===== src/rtl/ddr_cmd_decoder_pkg.sv =====
// Shared types and constants for the DDR command decoder.
// Optional timing checks are enabled with DDR_DEC_TIMING_CHK_EN.
package ddr_pkg;

    localparam int NBANK = 4;
    localparam int BA_W  = 2;
    localparam int ROW_W = 13;
    localparam int COL_W = 10;
    localparam int T_RCD = 2;
    localparam int T_RP  = 2;

    typedef enum logic [2:0] {
        CMD_NOP = 3'd0,
        CMD_ACT = 3'd1,
        CMD_RD  = 3'd2,
        CMD_WR  = 3'd3,
        CMD_PRE = 3'd4,
        CMD_REF = 3'd5,
        CMD_LMR = 3'd6,
        CMD_BST = 3'd7
    } cmd_e;

    localparam logic [2:0] ERR_NONE     = 3'd0;
    localparam logic [2:0] ERR_ACT_OPEN = 3'd1;
    localparam logic [2:0] ERR_RW_IDLE  = 3'd2;
    localparam logic [2:0] ERR_TRCD     = 3'd3;
    localparam logic [2:0] ERR_TRP      = 3'd4;
    localparam logic [2:0] ERR_REF_OPEN = 3'd5;

    function automatic cmd_e decode(input logic ras, input logic cas,
                                    input logic we);
        cmd_e c;
        unique case ({ras, cas, we})
            3'b011:  c = CMD_ACT;
            3'b101:  c = CMD_RD;
            3'b100:  c = CMD_WR;
            3'b010:  c = CMD_PRE;
            3'b001:  c = CMD_REF;
            3'b000:  c = CMD_LMR;
            3'b110:  c = CMD_BST;
            default: c = CMD_NOP;
        endcase
        return c;
    endfunction

endpackage


===== src/rtl/ddr_cmd_decoder_if.sv =====
// DDR command bus in, decoded command and status out.
interface ddr_cmd_decoder_if;
    import ddr_pkg::*;

    logic             cke;
    logic             ras;
    logic             cas;
    logic             we;
    logic [BA_W-1:0]  ba;
    logic [ROW_W-1:0] addr;

    cmd_e             cmd;
    logic             cmd_valid;
    logic [BA_W-1:0]  cmd_ba;
    logic [ROW_W-1:0] cmd_row;
    logic [COL_W-1:0] cmd_col;
    logic [NBANK-1:0] bank_open;
    logic             err;
    logic [2:0]       err_code;

    modport master (
        output cke, ras, cas, we, ba, addr,
        input  cmd, cmd_valid, cmd_ba, cmd_row, cmd_col,
        input  bank_open, err, err_code
    );

    modport slave (
        input  cke, ras, cas, we, ba, addr,
        output cmd, cmd_valid, cmd_ba, cmd_row, cmd_col,
        output bank_open, err, err_code
    );

endinterface


===== src/rtl/ddr_bank_tracker.sv =====
// One bank: open/idle state, open row and (with DDR_DEC_TIMING_CHK_EN)
// the tRCD/tRP down-counters.
module ddr_bank_tracker
    import ddr_pkg::*;
(
    input  logic             i_clk,
    input  logic             i_rst_n,
    input  logic             i_act,
    input  logic             i_pre,
    input  logic [ROW_W-1:0] i_row,
    output logic             o_open,
    output logic [ROW_W-1:0] o_row,
    output logic             o_rcd_busy,
    output logic             o_rp_busy
);

    logic             r_open;
    logic [ROW_W-1:0] r_row;

    always_ff @(posedge i_clk or negedge i_rst_n) begin
        if (!i_rst_n) begin
            r_open <= 1'b0;
            r_row  <= '0;
        end else if (i_act) begin
            r_open <= 1'b1;
            r_row  <= i_row;
        end else if (i_pre) begin
            r_open <= 1'b0;
        end
    end

    assign o_open = r_open;
    assign o_row  = r_row;

`ifdef DDR_DEC_TIMING_CHK_EN
    logic [1:0] r_rcd;
    logic [1:0] r_rp;

    // A load wins over the per-cycle decrement; both saturate at zero.
    always_ff @(posedge i_clk or negedge i_rst_n) begin
        if (!i_rst_n) begin
            r_rcd <= '0;
            r_rp  <= '0;
        end else begin
            if (i_act)
                r_rcd <= 2'(T_RCD - 1);
            else if (r_rcd != 2'd0)
                r_rcd <= r_rcd - 2'd1;
            if (i_pre)
                r_rp <= 2'(T_RP - 1);
            else if (r_rp != 2'd0)
                r_rp <= r_rp - 2'd1;
        end
    end

    assign o_rcd_busy = (r_rcd != 2'd0);
    assign o_rp_busy  = (r_rp != 2'd0);
`else
    assign o_rcd_busy = 1'b0;
    assign o_rp_busy  = 1'b0;
`endif

endmodule


===== src/rtl/ddr_cmd_decoder.sv =====
// DDR command decoder: decode, error priority, bank tracking, output regs.
// Define DDR_DEC_TIMING_CHK_EN to enable tRCD/tRP checks (codes 3, 4).
module ddr_cmd_decoder
    import ddr_pkg::*;
(
    input  logic        i_clk,
    input  logic        i_rst_n,
    ddr_cmd_decoder_if.slave bus
);

    cmd_e             w_cmd;
    logic [BA_W-1:0]  w_ba;
    logic [NBANK-1:0] w_open;
    logic [NBANK-1:0] w_rcd_busy;
    logic [NBANK-1:0] w_rp_busy;
    logic [NBANK-1:0] w_act;
    logic [NBANK-1:0] w_pre;
    logic [ROW_W-1:0] w_row [NBANK];
    logic [2:0]       w_code;
    logic             w_rw;

    assign w_cmd = bus.cke ? decode(bus.ras, bus.cas, bus.we) : CMD_NOP;
    assign w_ba  = bus.ba;
    assign w_rw  = (w_cmd == CMD_RD) || (w_cmd == CMD_WR);

    always_comb begin
        w_code = ERR_NONE;
        if (w_cmd == CMD_ACT && w_open[w_ba])
            w_code = ERR_ACT_OPEN;
        else if (w_rw && !w_open[w_ba])
            w_code = ERR_RW_IDLE;
        else if ((w_cmd == CMD_REF || w_cmd == CMD_LMR) && |w_open)
            w_code = ERR_REF_OPEN;
        else if (w_rw && w_rcd_busy[w_ba])
            w_code = ERR_TRCD;
        else if (w_cmd == CMD_ACT && w_rp_busy[w_ba])
            w_code = ERR_TRP;
    end

    // Flagged commands leave bank state and counters untouched.
    always_comb begin
        w_act = '0;
        w_pre = '0;
        for (int b = 0; b < NBANK; b++) begin
            if (w_code == ERR_NONE) begin
                w_act[b] = (w_cmd == CMD_ACT) && (w_ba == BA_W'(b));
                w_pre[b] = (w_cmd == CMD_PRE) &&
                           (bus.addr[10] || w_ba == BA_W'(b));
            end
        end
    end

    for (genvar g = 0; g < NBANK; g++) begin : g_bank
        ddr_bank_tracker u_bank (
            .i_clk      (i_clk),
            .i_rst_n    (i_rst_n),
            .i_act      (w_act[g]),
            .i_pre      (w_pre[g]),
            .i_row      (bus.addr),
            .o_open     (w_open[g]),
            .o_row      (w_row[g]),
            .o_rcd_busy (w_rcd_busy[g]),
            .o_rp_busy  (w_rp_busy[g])
        );
    end

    cmd_e             r_cmd;
    logic             r_valid;
    logic [BA_W-1:0]  r_ba;
    logic [ROW_W-1:0] r_row;
    logic [COL_W-1:0] r_col;
    logic             r_err;
    logic [2:0]       r_code;

    always_ff @(posedge i_clk or negedge i_rst_n) begin
        if (!i_rst_n) begin
            r_cmd   <= CMD_NOP;
            r_valid <= 1'b0;
            r_ba    <= '0;
            r_row   <= '0;
            r_col   <= '0;
            r_err   <= 1'b0;
            r_code  <= ERR_NONE;
        end else begin
            r_cmd   <= w_cmd;
            r_valid <= (w_cmd != CMD_NOP);
            r_ba    <= (w_cmd != CMD_NOP) ? w_ba : '0;
            r_row   <= (w_cmd == CMD_ACT) ? bus.addr :
                       w_rw ? w_row[w_ba] : '0;
            r_col   <= w_rw ? bus.addr[COL_W-1:0] : '0;
            r_err   <= (w_code != ERR_NONE);
            r_code  <= w_code;
        end
    end

    assign bus.cmd       = r_cmd;
    assign bus.cmd_valid = r_valid;
    assign bus.cmd_ba    = r_ba;
    assign bus.cmd_row   = r_row;
    assign bus.cmd_col   = r_col;
    assign bus.err       = r_err;
    assign bus.err_code  = r_code;
    assign bus.bank_open = w_open;

endmodule

===== src/flat_wrapper.sv =====
// flat-port wrapper written by rule: the top's interface ports become plain ports
module ddr_cmd_decoder_flat import ddr_pkg::*;
  (i_clk, i_rst_n, bus_cke, bus_ras, bus_cas, bus_we, bus_ba, bus_addr, bus_cmd, bus_cmd_valid, bus_cmd_ba, bus_cmd_row, bus_cmd_col, bus_bank_open, bus_err, bus_err_code);
  ddr_cmd_decoder_if bus_i ();
  input  logic i_clk;
  input  logic i_rst_n;
  input wire logic [$bits(bus_i.cke)-1:0] bus_cke;
  input wire logic [$bits(bus_i.ras)-1:0] bus_ras;
  input wire logic [$bits(bus_i.cas)-1:0] bus_cas;
  input wire logic [$bits(bus_i.we)-1:0] bus_we;
  input wire logic [$bits(bus_i.ba)-1:0] bus_ba;
  input wire logic [$bits(bus_i.addr)-1:0] bus_addr;
  output wire logic [$bits(bus_i.cmd)-1:0] bus_cmd;
  output wire logic [$bits(bus_i.cmd_valid)-1:0] bus_cmd_valid;
  output wire logic [$bits(bus_i.cmd_ba)-1:0] bus_cmd_ba;
  output wire logic [$bits(bus_i.cmd_row)-1:0] bus_cmd_row;
  output wire logic [$bits(bus_i.cmd_col)-1:0] bus_cmd_col;
  output wire logic [$bits(bus_i.bank_open)-1:0] bus_bank_open;
  output wire logic [$bits(bus_i.err)-1:0] bus_err;
  output wire logic [$bits(bus_i.err_code)-1:0] bus_err_code;
  assign bus_i.cke = bus_cke;
  assign bus_i.ras = bus_ras;
  assign bus_i.cas = bus_cas;
  assign bus_i.we = bus_we;
  assign bus_i.ba = bus_ba;
  assign bus_i.addr = bus_addr;
  assign bus_cmd = bus_i.cmd;
  assign bus_cmd_valid = bus_i.cmd_valid;
  assign bus_cmd_ba = bus_i.cmd_ba;
  assign bus_cmd_row = bus_i.cmd_row;
  assign bus_cmd_col = bus_i.cmd_col;
  assign bus_bank_open = bus_i.bank_open;
  assign bus_err = bus_i.err;
  assign bus_err_code = bus_i.err_code;
  ddr_cmd_decoder u_core (.i_clk(i_clk), .i_rst_n(i_rst_n), .bus(bus_i));
endmodule

===== config.mk =====
export PLATFORM = sky130hd
export DESIGN_NAME = ddr_cmd_decoder_flat
export DESIGN_NICKNAME = d
export VERILOG_FILES = /design/src/rtl/ddr_cmd_decoder_pkg.sv /design/src/rtl/ddr_cmd_decoder_if.sv /design/src/rtl/ddr_bank_tracker.sv /design/src/rtl/ddr_cmd_decoder.sv /design/src/flat_wrapper.sv
export SDC_FILE = /design/constraint.sdc
export NUM_CORES = 1
export LEC_CHECK = 0
export CAP_MARGIN = 20
export CORE_MARGIN = 2
export CORE_UTILIZATION = 30
export CTS_CLUSTER_DIAMETER = 30
export CTS_CLUSTER_SIZE = 8
export DETAILED_ROUTE_END_ITERATION = 8
export HOLD_SLACK_MARGIN = 0.1
export PLACE_DENSITY = 0.56
export SYNTH_ARGS = -nofsm -noshare
export SYNTH_HDL_FRONTEND = slang
export SYNTH_SLANG_ARGS = --single-unit

===== constraint.sdc =====
create_clock -name i_clk -period 1.3 [get_ports i_clk]
set_input_delay 0.26 -clock i_clk [delete_from_list [all_inputs] [get_ports i_clk]]
set_output_delay 0.26 -clock i_clk [all_outputs]
set_load 0.01 [all_outputs]

# After elaboration in Yosys (flattened, before gate mapping)
# Index checks and enable logic that the tools add are counted.
# totals
reg_bits	89
out_inout_bits	37
wordCells	97
# classes
order_cmp	2
n_eq_ne	15
n_mux	34
bitwise_logic	1
reduce_logical	30
# ops
operator	n
2-to-1 mux 13 bit	4
binary-select mux 13 bit (select 2 bit)	1
one-hot mux 3 bit (7 select lines)	1
== test 3 bit, second input constant	6
2-to-1 mux 1 bit	18
2-to-1 mux 3 bit	6
logical AND 1 bit	13
== test 3 x 2 -> 1 bit, second input constant	4
2-to-1 mux 10 bit	1
nonzero test 2 bit	4
== test 3 x 1 -> 1 bit, second input constant	2
logical NOT 3 bit	2
logical OR 1 bit	6
nonzero test 3 bit	2
binary-select mux 1 bit (select 2 bit)	2
== test 2 bit, second input constant	2
OR reduction 4 bit	1
>= comparator 3 bit, second input constant	1
< comparator 2 x 3 -> 1 bit, second input constant	1
NOT 2 -> 3 bit	1
== test 2 x 1 -> 1 bit, second input constant	1
logical NOT 2 bit	1
2-to-1 mux 2 bit	1
logical NOT 1 bit	1

# Logic depth before layout (Yosys ltp)
# Gate-level depths: netlist of run 1.
# depth
ltp_word	14
mapped_depth	6

# By module
# From an unflattened synthesis of run 1, not the netlist that was laid out.
# hier_totals
hier_cells	255
area_unflattened_um2	3824.9
# modules_own_cells
module	n_inst	cells_each	area_per_inst_um2	seq_area_each_um2
ddr_bank_tracker	4	33	539.3	350.3
ddr_cmd_decoder	1	123	1667.8	825.8

# Worst setup path before layout of run 1
# OpenSTA, ideal clock, no wires.
# synth_path
path_type	in2reg
start	input port bus_ras
end	register u_core.g_bank[3].u_bank.r_row[10]
setup_ns	0.125
arrival_ns	1.389
slack_ns	-0.214
path_stages	6
path_buffers	3
cell_sequence	buf_6 and4b_1 and4b_1 buf_6 buf_12 mux2_4
# synth_between
elab_chain_len	12
elab_cells_between_ends	29
classes_between	eq/ne: 11; mux: 8; reduce/logical: 10
# synth_lines
element	line_no	rtl
start: declaration	flat_wrapper.sv:8	input wire logic [$bits(bus_i.ras)-1:0] bus_ras;
== test 3 bit (tied with other cells)	ddr_cmd_decoder_pkg.sv:33	unique case ({ras, cas, we})
one-hot mux 3 bit (7 select lines) *	ddr_cmd_decoder_pkg.sv:33	
2-to-1 mux 3 bit *	ddr_cmd_decoder.sv:22	assign w_cmd = bus.cke ? decode(bus.ras, bus.cas, bus.we) : CMD_NOP;
== test 3 x 1 -> 1 bit / == test 3 x 2 -> 1 bit (equally long branches)	-	
logical AND 1 bit / logical OR 1 bit (equally long branches)	ddr_cmd_decoder.sv:36, ddr_cmd_decoder.sv:24	
2-to-1 mux 3 bit / logical AND 1 bit (equally long branches)	ddr_cmd_decoder.sv:36, ddr_cmd_decoder.sv:34	
2-to-1 mux 3 bit	ddr_cmd_decoder.sv:34	else if (w_rw && w_rcd_busy[w_ba])
2-to-1 mux 3 bit	ddr_cmd_decoder.sv:32	else if ((w_cmd == CMD_REF || w_cmd == CMD_LMR) && |w_open)
2-to-1 mux 3 bit	ddr_cmd_decoder.sv:30	else if (w_rw && !w_open[w_ba])
2-to-1 mux 3 bit	ddr_cmd_decoder.sv:28	if (w_cmd == CMD_ACT && w_open[w_ba])
logical NOT 3 bit	ddr_cmd_decoder.sv:45	if (w_code == ERR_NONE) begin
2-to-1 mux 1 bit *	ddr_cmd_decoder.sv:45	
end signal: assignment	ddr_bank_tracker.sv:26	r_row <= i_row;
end: declaration	ddr_bank_tracker.sv:18	logic [ROW_W-1:0] r_row;
# Mark *: on every way between the ends. The rest lies on a longest branch, timed or not.
# A chain may end at the register's enable or synchronous reset.

# Worst setup path after layout of run 1
# layout_path
start	input port bus_cas
end	register u_core.g_bank[2].u_bank.r_row[12]
# layout_between
elab_chain_len	12
elab_cells_between_ends	29
classes_between	eq/ne: 11; mux: 8; reduce/logical: 10
# layout_lines
element	line_no	rtl
start: declaration	flat_wrapper.sv:9	input wire logic [$bits(bus_i.cas)-1:0] bus_cas;
== test 3 bit (tied with other cells)	ddr_cmd_decoder_pkg.sv:33	
one-hot mux 3 bit (7 select lines) *	ddr_cmd_decoder_pkg.sv:33	
2-to-1 mux 3 bit *	ddr_cmd_decoder.sv:22	
== test 3 x 1 -> 1 bit / == test 3 x 2 -> 1 bit (equally long branches)	-	
logical AND 1 bit / logical OR 1 bit (equally long branches)	ddr_cmd_decoder.sv:36, ddr_cmd_decoder.sv:24	
2-to-1 mux 3 bit / logical AND 1 bit (equally long branches)	ddr_cmd_decoder.sv:36, ddr_cmd_decoder.sv:34	
2-to-1 mux 3 bit	ddr_cmd_decoder.sv:34	
2-to-1 mux 3 bit	ddr_cmd_decoder.sv:32	
2-to-1 mux 3 bit	ddr_cmd_decoder.sv:30	
2-to-1 mux 3 bit	ddr_cmd_decoder.sv:28	
logical NOT 3 bit	ddr_cmd_decoder.sv:45	
2-to-1 mux 1 bit *	ddr_cmd_decoder.sv:45	
end signal: assignment	ddr_bank_tracker.sv:26	
end: declaration	ddr_bank_tracker.sv:18	
# Marked as above.

==> impl_metrics.json, run 1 <==
{
  "cts_tree": "yes",
  "cts.htree.levels": 3,
  "crit_type": "primary input to flop",
  "firstDrtPassIters": 4,
  "gp_congestion": 0.742,
  "ff2ff_setup_slack_ns": -0.11,
  "synth_nets": 266,
  "area_delta_synth_final_pct": 38.7,
  "hold_start": "bus_we",
  "regToRegStartpoint": "u_core.g_bank[2].u_bank.o_open",
  "reg2reg_depth": 5,
  "rsz0062_at_grt": "true",
  "grt_util_met3_pct": 4.02,
  "antenna-diode-count": 0,
  "setup_ws_ns": -0.111,
  "worst_clock_skew_ns": 0.00767,
  "synth_top_area_cell": "dfrtp_1",
  "syn_inst": 245,
  "io_buffer_count": 57,
  "clk_latency_ns": 0.34,
  "hpwl_um": 5170,
  "die_y_um": 118,
  "grt_use_met2_pct": 22.0,
  "min_path_type": "primary input to flop",
  "grt_first_pass_wirelength_um": 14500,
  "drt_iter0_markers": 114,
  "reg2reg_to": "u_core.g_bank[2].u_bank.o_row[12]",
  "drc": 0,
  "fmax_mhz": 709,
  "fin_nets": 361,
  "io_pins": 58,
  "synth.avg_cell_area_um2": 15.9,
  "max-clock-path-buffers": 2,
  "row_count": 41,
  "grt_pass1_vias": 2554,
  "hold_viol_final": 0,
  "design.core.area_mm2": 0.0127,
  "routed_wirelength_um": 8500,
  "violations": "setup timing",
  "power.density_mw_per_mm2": 1370,
  "cp.arrival_ns": 1.63,
  "yosysWarnings": 0,
  "crit_path_start": "bus_cas",
  "yosys_most_used_dff": "dfrtp_1",
  "setup_viol": 54,
  "crit_required_ns": 1.52,
  "status": "finished, violations left",
  "yosysTopAreaCellShare_pct": 57.1,
  "num_vias": 2342,
  "grt-busiest-layer": "met2",
  "ant_nets": 0,
  "place_inst": 486,
  "yosysSeqAreaShare_pct": 57.1,
  "clk_pin_slew_worst_paths_ns": 0.06,
  "wire_per_inst_um": 16.4,
  "layout_min_cycle_time_ns": 1.41,
  "dieArea_mm2": 0.0139,
  "ys_ff_latch": 89,
  "grt_antenna_before_repair": 0,
  "path_max_fanout": 8,
  "cap_violations": 0,
  "die_x_um": 118,
  "cts_buffers": 9,
  "initial_core_util_pct": 30.8,
  "fin_crit_sh_pct": 109,
  "ctsRootBufferMaster": "clkbuf_16",
  "synth_edf_count": 0,
  "start_kind": "primary input",
  "end_kind": "flop",
  "worst-slew-pin-transition_ns": 0.358,
  "drive_above_1_share_pct": 43.8,
  "ir_drop_mv": 0.736,
  "grt_max_degree": 33,
  "slew_viol_final": 0,
  "gr-usage-met1_pct": 17.4,
  "async_flop_share_pct": 100,
  "syn_area_mm2": 0.00390,
  "cts.sinks": 89,
  "holdPathEnd": "u_core.bus.cmd[2]",
  "synth_area_leaders": "dfrtp_1, mux2_4, mux4_2",
  "overflow": 0,
  "final_cells": 517,
  "hold_depth": 3,
  "tns_ns": -3.74,
  "synth_cell_types": 36,
  "via_per_inst": 4.53,
  "grt.total_usage_pct": 13.5,
  "leakage_nw": 2.64,
  "max_slew_margin_pct": 75.9
}
-- area by class of cell --
type | count | area, um2
Fill cell | 1173 | 7260
Sequential cell | 89 | 2230
Multi-Input combinational cell | 135 | 1630
Timing Repair Buffer | 103 | 1030
Clock buffer | 11 | 253
Tap cell | 172 | 215
Clock inverter | 5 | 53.8
Inverter | 2 | 7.51
-- logic make-up (layout without fill, tap and decap cells) --
group                     count (synthesis)  in the layout  share of synthesized area, %
buffers and inverters                    23            121                          4.62
AOI/OAI and AO/OA                        27             27                          5.42
and+or+nand+nor                          37             39                          6.22
muxes                                    68             68                          26.4
DFF                                      89             89                          57.1
xor gates and xnor gates                  1              1                         0.225
-- flip-flops by register name, summed over array words and instances, names as in the netlist --
| signal | cells |
|---|---|
| u_core.bus.cmd | 3 |
| u_core.bus.err_code | 3 |
| u_core.g_bank.u_bank.o_open | 4 |
| u_core.bus.err | 1 |
| u_core.bus.cmd_valid | 1 |
| u_core.bus.cmd_col | 10 |
| u_core.bus.cmd_row | 13 |
| u_core.bus.cmd_ba | 2 |
| u_core.g_bank.u_bank.o_row | 52 |
-- routing by layer --
metal  share of wire [%]  vias up
li1                    -     1084
met1                  45     1207
met2                  50       41
met3                 4.1       10
met4                 1.1        0
met5                   0        -
-- cell usage after synthesis, types with 2 or more instances --
library cell,number
nor4_1,3
buf_4,5
dfrtp_1,89
and4b_1,2
buf_2,5
mux4_2,14
nand2_1,4
nor2_1,3
mux2i_1,2
and3_1,2
and2_1,11
buf_6,7
mux2_2,23
nor3_1,2
nand2_4,2
a22o_1,16
inv_1,2
clkbuf_1,3
mux2_4,29
o21ai_0,4
nor2b_1,2
-- stage by stage --
stage / hold slack (ns) / util (%) / cell area [um2] / total power, W / setup slack [ns]
floorplan: -0.0356 / - / 3940 / 0.00418 / -0.212
global placement: 0.149 / 38.1 / 4830 / 0.00465 / -0.682
detailed placement: 0.152 / 38.1 / 4830 / 0.00469 / -0.689
CTS: 0.345 / 42.4 / 5370 / 0.00747 / -0.121
global route: 0.352 / 42.7 / 5410 / 0.00779 / -0.162
finish: 0.325 / 42.7 / 5410 / 0.00741 / -0.111
-- what timing repair did --
action                                  in CTS  in global routing
gates resized for setup                     91                 17
pin swaps                                    6                  4
hold buffers                                 1                  0
gates cloned                                 4                  0
hold endpoints to repair                    77                  0
buffers inserted                             8                  2
endpoints found under the setup margin     109                 75
-- where the power goes --
group	switching (W)	internal, W
registers	0.000192	0.00316
clock network	0.00105	0.00159
logic	0.000499	0.000922
-- how the worst max path moves through the flow --
| stage | endpoint | slack [ns] | cells past startpoint |
|---|---|---|---|
| floorplan | u_core.g_bank[3].u_bank.o_row[10] | -0.21 | 6 |
| global placement | u_core.bus.cmd_row[11] | -0.68 | 4 |
| detailed placement | u_core.g_bank[3].u_bank.o_row[12] | -0.69 | 5 |
| CTS | u_core.g_bank[2].u_bank.o_row[12] | -0.12 | 7 |
| global route | u_core.g_bank[2].u_bank.o_row[12] | -0.16 | 5 |
| finish | u_core.g_bank[2].u_bank.o_row[12] | -0.11 | 7 |
-- worst max-delay path, cell delays in order --
cell and delay [ns]:
dlygate4sd2_1 0.24, and4b_2 0.23, buf_4 0.15, buf_8 0.16, nand2_4 0.11, buf_12 0.14
mux2_2 0.33
-- cells in the final DEF (no fill, tap or decap), types with 3 or more instances in the layout --
cell / n
dfrtp_1: 89
mux2_4: 33
dlygate4sd2_1: 30
buf_4: 25
mux2_2: 19
a22o_1: 16
mux4_2: 14
buf_6: 14
clkdlybuf4s50_1: 13
and2_1: 11
clkbuf_16: 10
clkdlybuf4s15_1: 7
buf_12: 6
nand2_8: 4
nor2_1: 3
o21ai_0: 3
clkinv_2: 3
Note: power is estimated with default switching activity, not from simulation.
==> run 2: changes to the inputs <==
--- a/config.mk
+++ b/config.mk
@@ -13,6 +13,7 @@
 export DETAILED_ROUTE_END_ITERATION = 8
 export HOLD_SLACK_MARGIN = 0.1
 export PLACE_DENSITY = 0.56
+export SLEW_MARGIN = 40
 export SYNTH_ARGS = -nofsm -noshare
 export SYNTH_HDL_FRONTEND = slang
 export SYNTH_SLANG_ARGS = --single-unit
==> results of run 2 <==
Final layout, timing and power as in run 1 (identical DEF).
==> run 3: changes to the inputs <==
--- a/config.mk
+++ b/config.mk
@@ -13,6 +13,7 @@
 export DETAILED_ROUTE_END_ITERATION = 8
 export HOLD_SLACK_MARGIN = 0.1
 export PLACE_DENSITY = 0.56
+export SKIP_LAST_GASP = 1
 export SLEW_MARGIN = 40
 export SYNTH_ARGS = -nofsm -noshare
 export SYNTH_HDL_FRONTEND = slang
==> impl_metrics.json, run 3 (same netlist as run 1, synthesis figures left out) <==
{
  "status": "finished, violations left",
  "violations": "setup timing",
  "hold_viol_final": 0,
  "routed_wirelength_um": 8410,
  "gp_congestion": 0.742,
  "antenna-diode-count": 0,
  "end_kind": "flop",
  "p_comb_share_pct": 18.7,
  "drive_above_1_share_pct": 42.7,
  "area_delta_synth_final_pct": 37.7,
  "drt_iter0_markers": 85,
  "layout_min_cycle_time_ns": 1.42,
  "cts.sinks": 89,
  "grt_antenna_before_repair": 0,
  "num_vias": 2319,
  "ant_nets": 0,
  "final_common_cell": "dfrtp_1",
  "clk_latency_ns": 0.34,
  "rsz0062_at_grt": "true",
  "cap_violations": 0,
  "setup_viol": 53,
  "max-clock-path-buffers": 2,
  "leakage_nw": 2.63,
  "register_area_mm2": 0.00223,
  "dieArea_mm2": 0.0139,
  "wire_per_inst_um": 16.4,
  "cts_buffers": 9,
  "min_path_type": "primary input to flop",
  "initial_core_util_pct": 30.8,
  "fmax_mhz": 705,
  "fin_nets": 358,
  "cp.arrival_ns": 1.64,
  "hpwl_um": 5170,
  "firstDrtPassIters": 4,
  "p_clk_share_pct": 35.9,
  "postLayoutCoreUtil_pct": 42.4,
  "slew_viol_final": 0,
  "n_fill_cell": 1176,
  "cts_tree": "yes",
  "ir_drop_mv": 0.735,
  "path_max_fanout": 7,
  "multi_input_area_mm2": 0.00162,
  "grt.total_usage_pct": 13.4,
  "cts.htree.levels": 3,
  "largest_reg_flops": 52,
  "die_y_um": 118,
  "drc": 0,
  "fin_crit_sh_pct": 109,
  "io_pins": 58,
  "worst_clock_skew_ns": 0.00860,
  "grt_first_pass_wirelength_um": 14400,
  "tns_ns": -3.90,
  "crit_type": "flop to flop",
  "clk_pin_slew_worst_paths_ns": 0.06,
  "crit_required_ns": 1.52,
  "die_x_um": 118,
  "overflow": 0,
  "via_per_inst": 4.51,
  "place_ws_ns": -0.689,
  "internal-power_w": 0.00564,
  "worst-slew-pin-transition_ns": 0.382,
  "design.core.area_mm2": 0.0127,
  "row_count": 41,
  "grt_pass1_vias": 2560,
  "io_buffer_count": 57,
  "power.density_mw_per_mm2": 1370,
  "p_seq_share_pct": 45.5,
  "start_kind": "flop",
  "ctsRootBufferMaster": "clkbuf_16",
  "p_sw_share_pct": 23.5,
  "max_slew_margin_pct": 74.5,
  "final_cell_mix": "dfrtp_1, mux2_4, dlygate4sd2_1",
  "grt_max_degree": 33,
  "setup_ws_ns": -0.118,
  "switchingPower_w": 0.00173
}
==> run 3: changes by cell type in the layout (fill, tap and decap cells not counted), sizes merged <==
cell	before	now
clkbuf	14	13
clkdlybuf4s15	7	8
buf	49	46
==> run 3: worst max-delay path, stage by stage, from the launching register on <==
cell and delay (ns):
dfrtp_1 0.41, buf_6 0.13, nor3b_4 0.23, nand2_4 0.11
buf_12 0.16, mux2_2 0.27
==> run 3: cell type report <==
class                           count  share of cell area [%]
Clock buffer                       11                    4.71
Clock inverter                      5                    1.00
Inverter                            2                   0.140
Multi-Input combinational cell    135                    30.1
Sequential cell                    89                    41.5
Tap cell                          172                    4.01
Timing Repair Buffer              100                    18.6
==> run 3: through the flow <==
| stage | hold slack [ns] | instance area (um2) | std cells | power, W |
|---|---|---|---|---|
| 6_report | 0.327 | 5370 | 514 | 0.00737 |
| 5_1_grt | 0.352 | 5370 | 514 | 0.00774 |
| 4_1_cts | 0.345 | 5360 | 515 | 0.00745 |
| 3_5_place_dp | 0.152 | 4830 | 486 | 0.00469 |
| 3_3_place_gp | 0.149 | 4830 | 486 | 0.00465 |
| 2_1_floorplan | -0.0356 | 3940 | 245 | 0.00418 |
==> run 3: routing by layer <==
| metal | up-vias | share of wire [%] | GRT usage [%] |
|---|---|---|---|
| li1 | 1073 | - | - |
| met1 | 1198 | 45 | 17.2 |
| met2 | 39 | 50 | 21.9 |
| met3 | 9 | 3.9 | 4.02 |
| met4 | 0 | 1.2 | 3.61 |
| met5 | - | 0 | 0 |
==> run 3: power groups by stage <==
stage,Sequential (W),Clock [W],Combinational (W)
after floorplan,0.00338,0,0.000793
after global placement,0.00338,0,0.00126
after detailed placement,0.00339,0,0.00129
after CTS,0.00335,0.00272,0.00138
after global routing,0.00340,0.00284,0.00150
final,0.00335,0.00264,0.00138
==> run 3: worst paths after layout <==
| path | startpoint | to | slack, ns | cells past startpoint |
|---|---|---|---|---|
| max | u_core.g_bank[2].u_bank.o_open | u_core.g_bank[2].u_bank.o_row[12] | -0.12 | 5 |
| min | bus_we | u_core.bus.cmd[2] | 0.33 | 3 |
| max reg2reg | u_core.g_bank[2].u_bank.o_open | u_core.g_bank[2].u_bank.o_row[12] | -0.12 | 5 |
| min reg2reg | u_core.g_bank[2].u_bank.o_row[5] | u_core.g_bank[2].u_bank.o_row[5] | 0.50 | 1 |
| max in group asynchronous | i_rst_n | u_core.bus.cmd[1] | 0.49 | 3 |
| min in group asynchronous | i_rst_n | u_core.g_bank[2].u_bank.o_row[8] | 0.35 | 2 |
==> run 3: timing repair <==
action                     in CTS  in global routing
hold endpoints to repair       77                  0
resized for setup              87                 15
hold buffers                    1                  0
gates cloned                    4                  0
setup buffers                   8                  0
setup endpoints to repair     109                 69
pin swaps                       6                  4
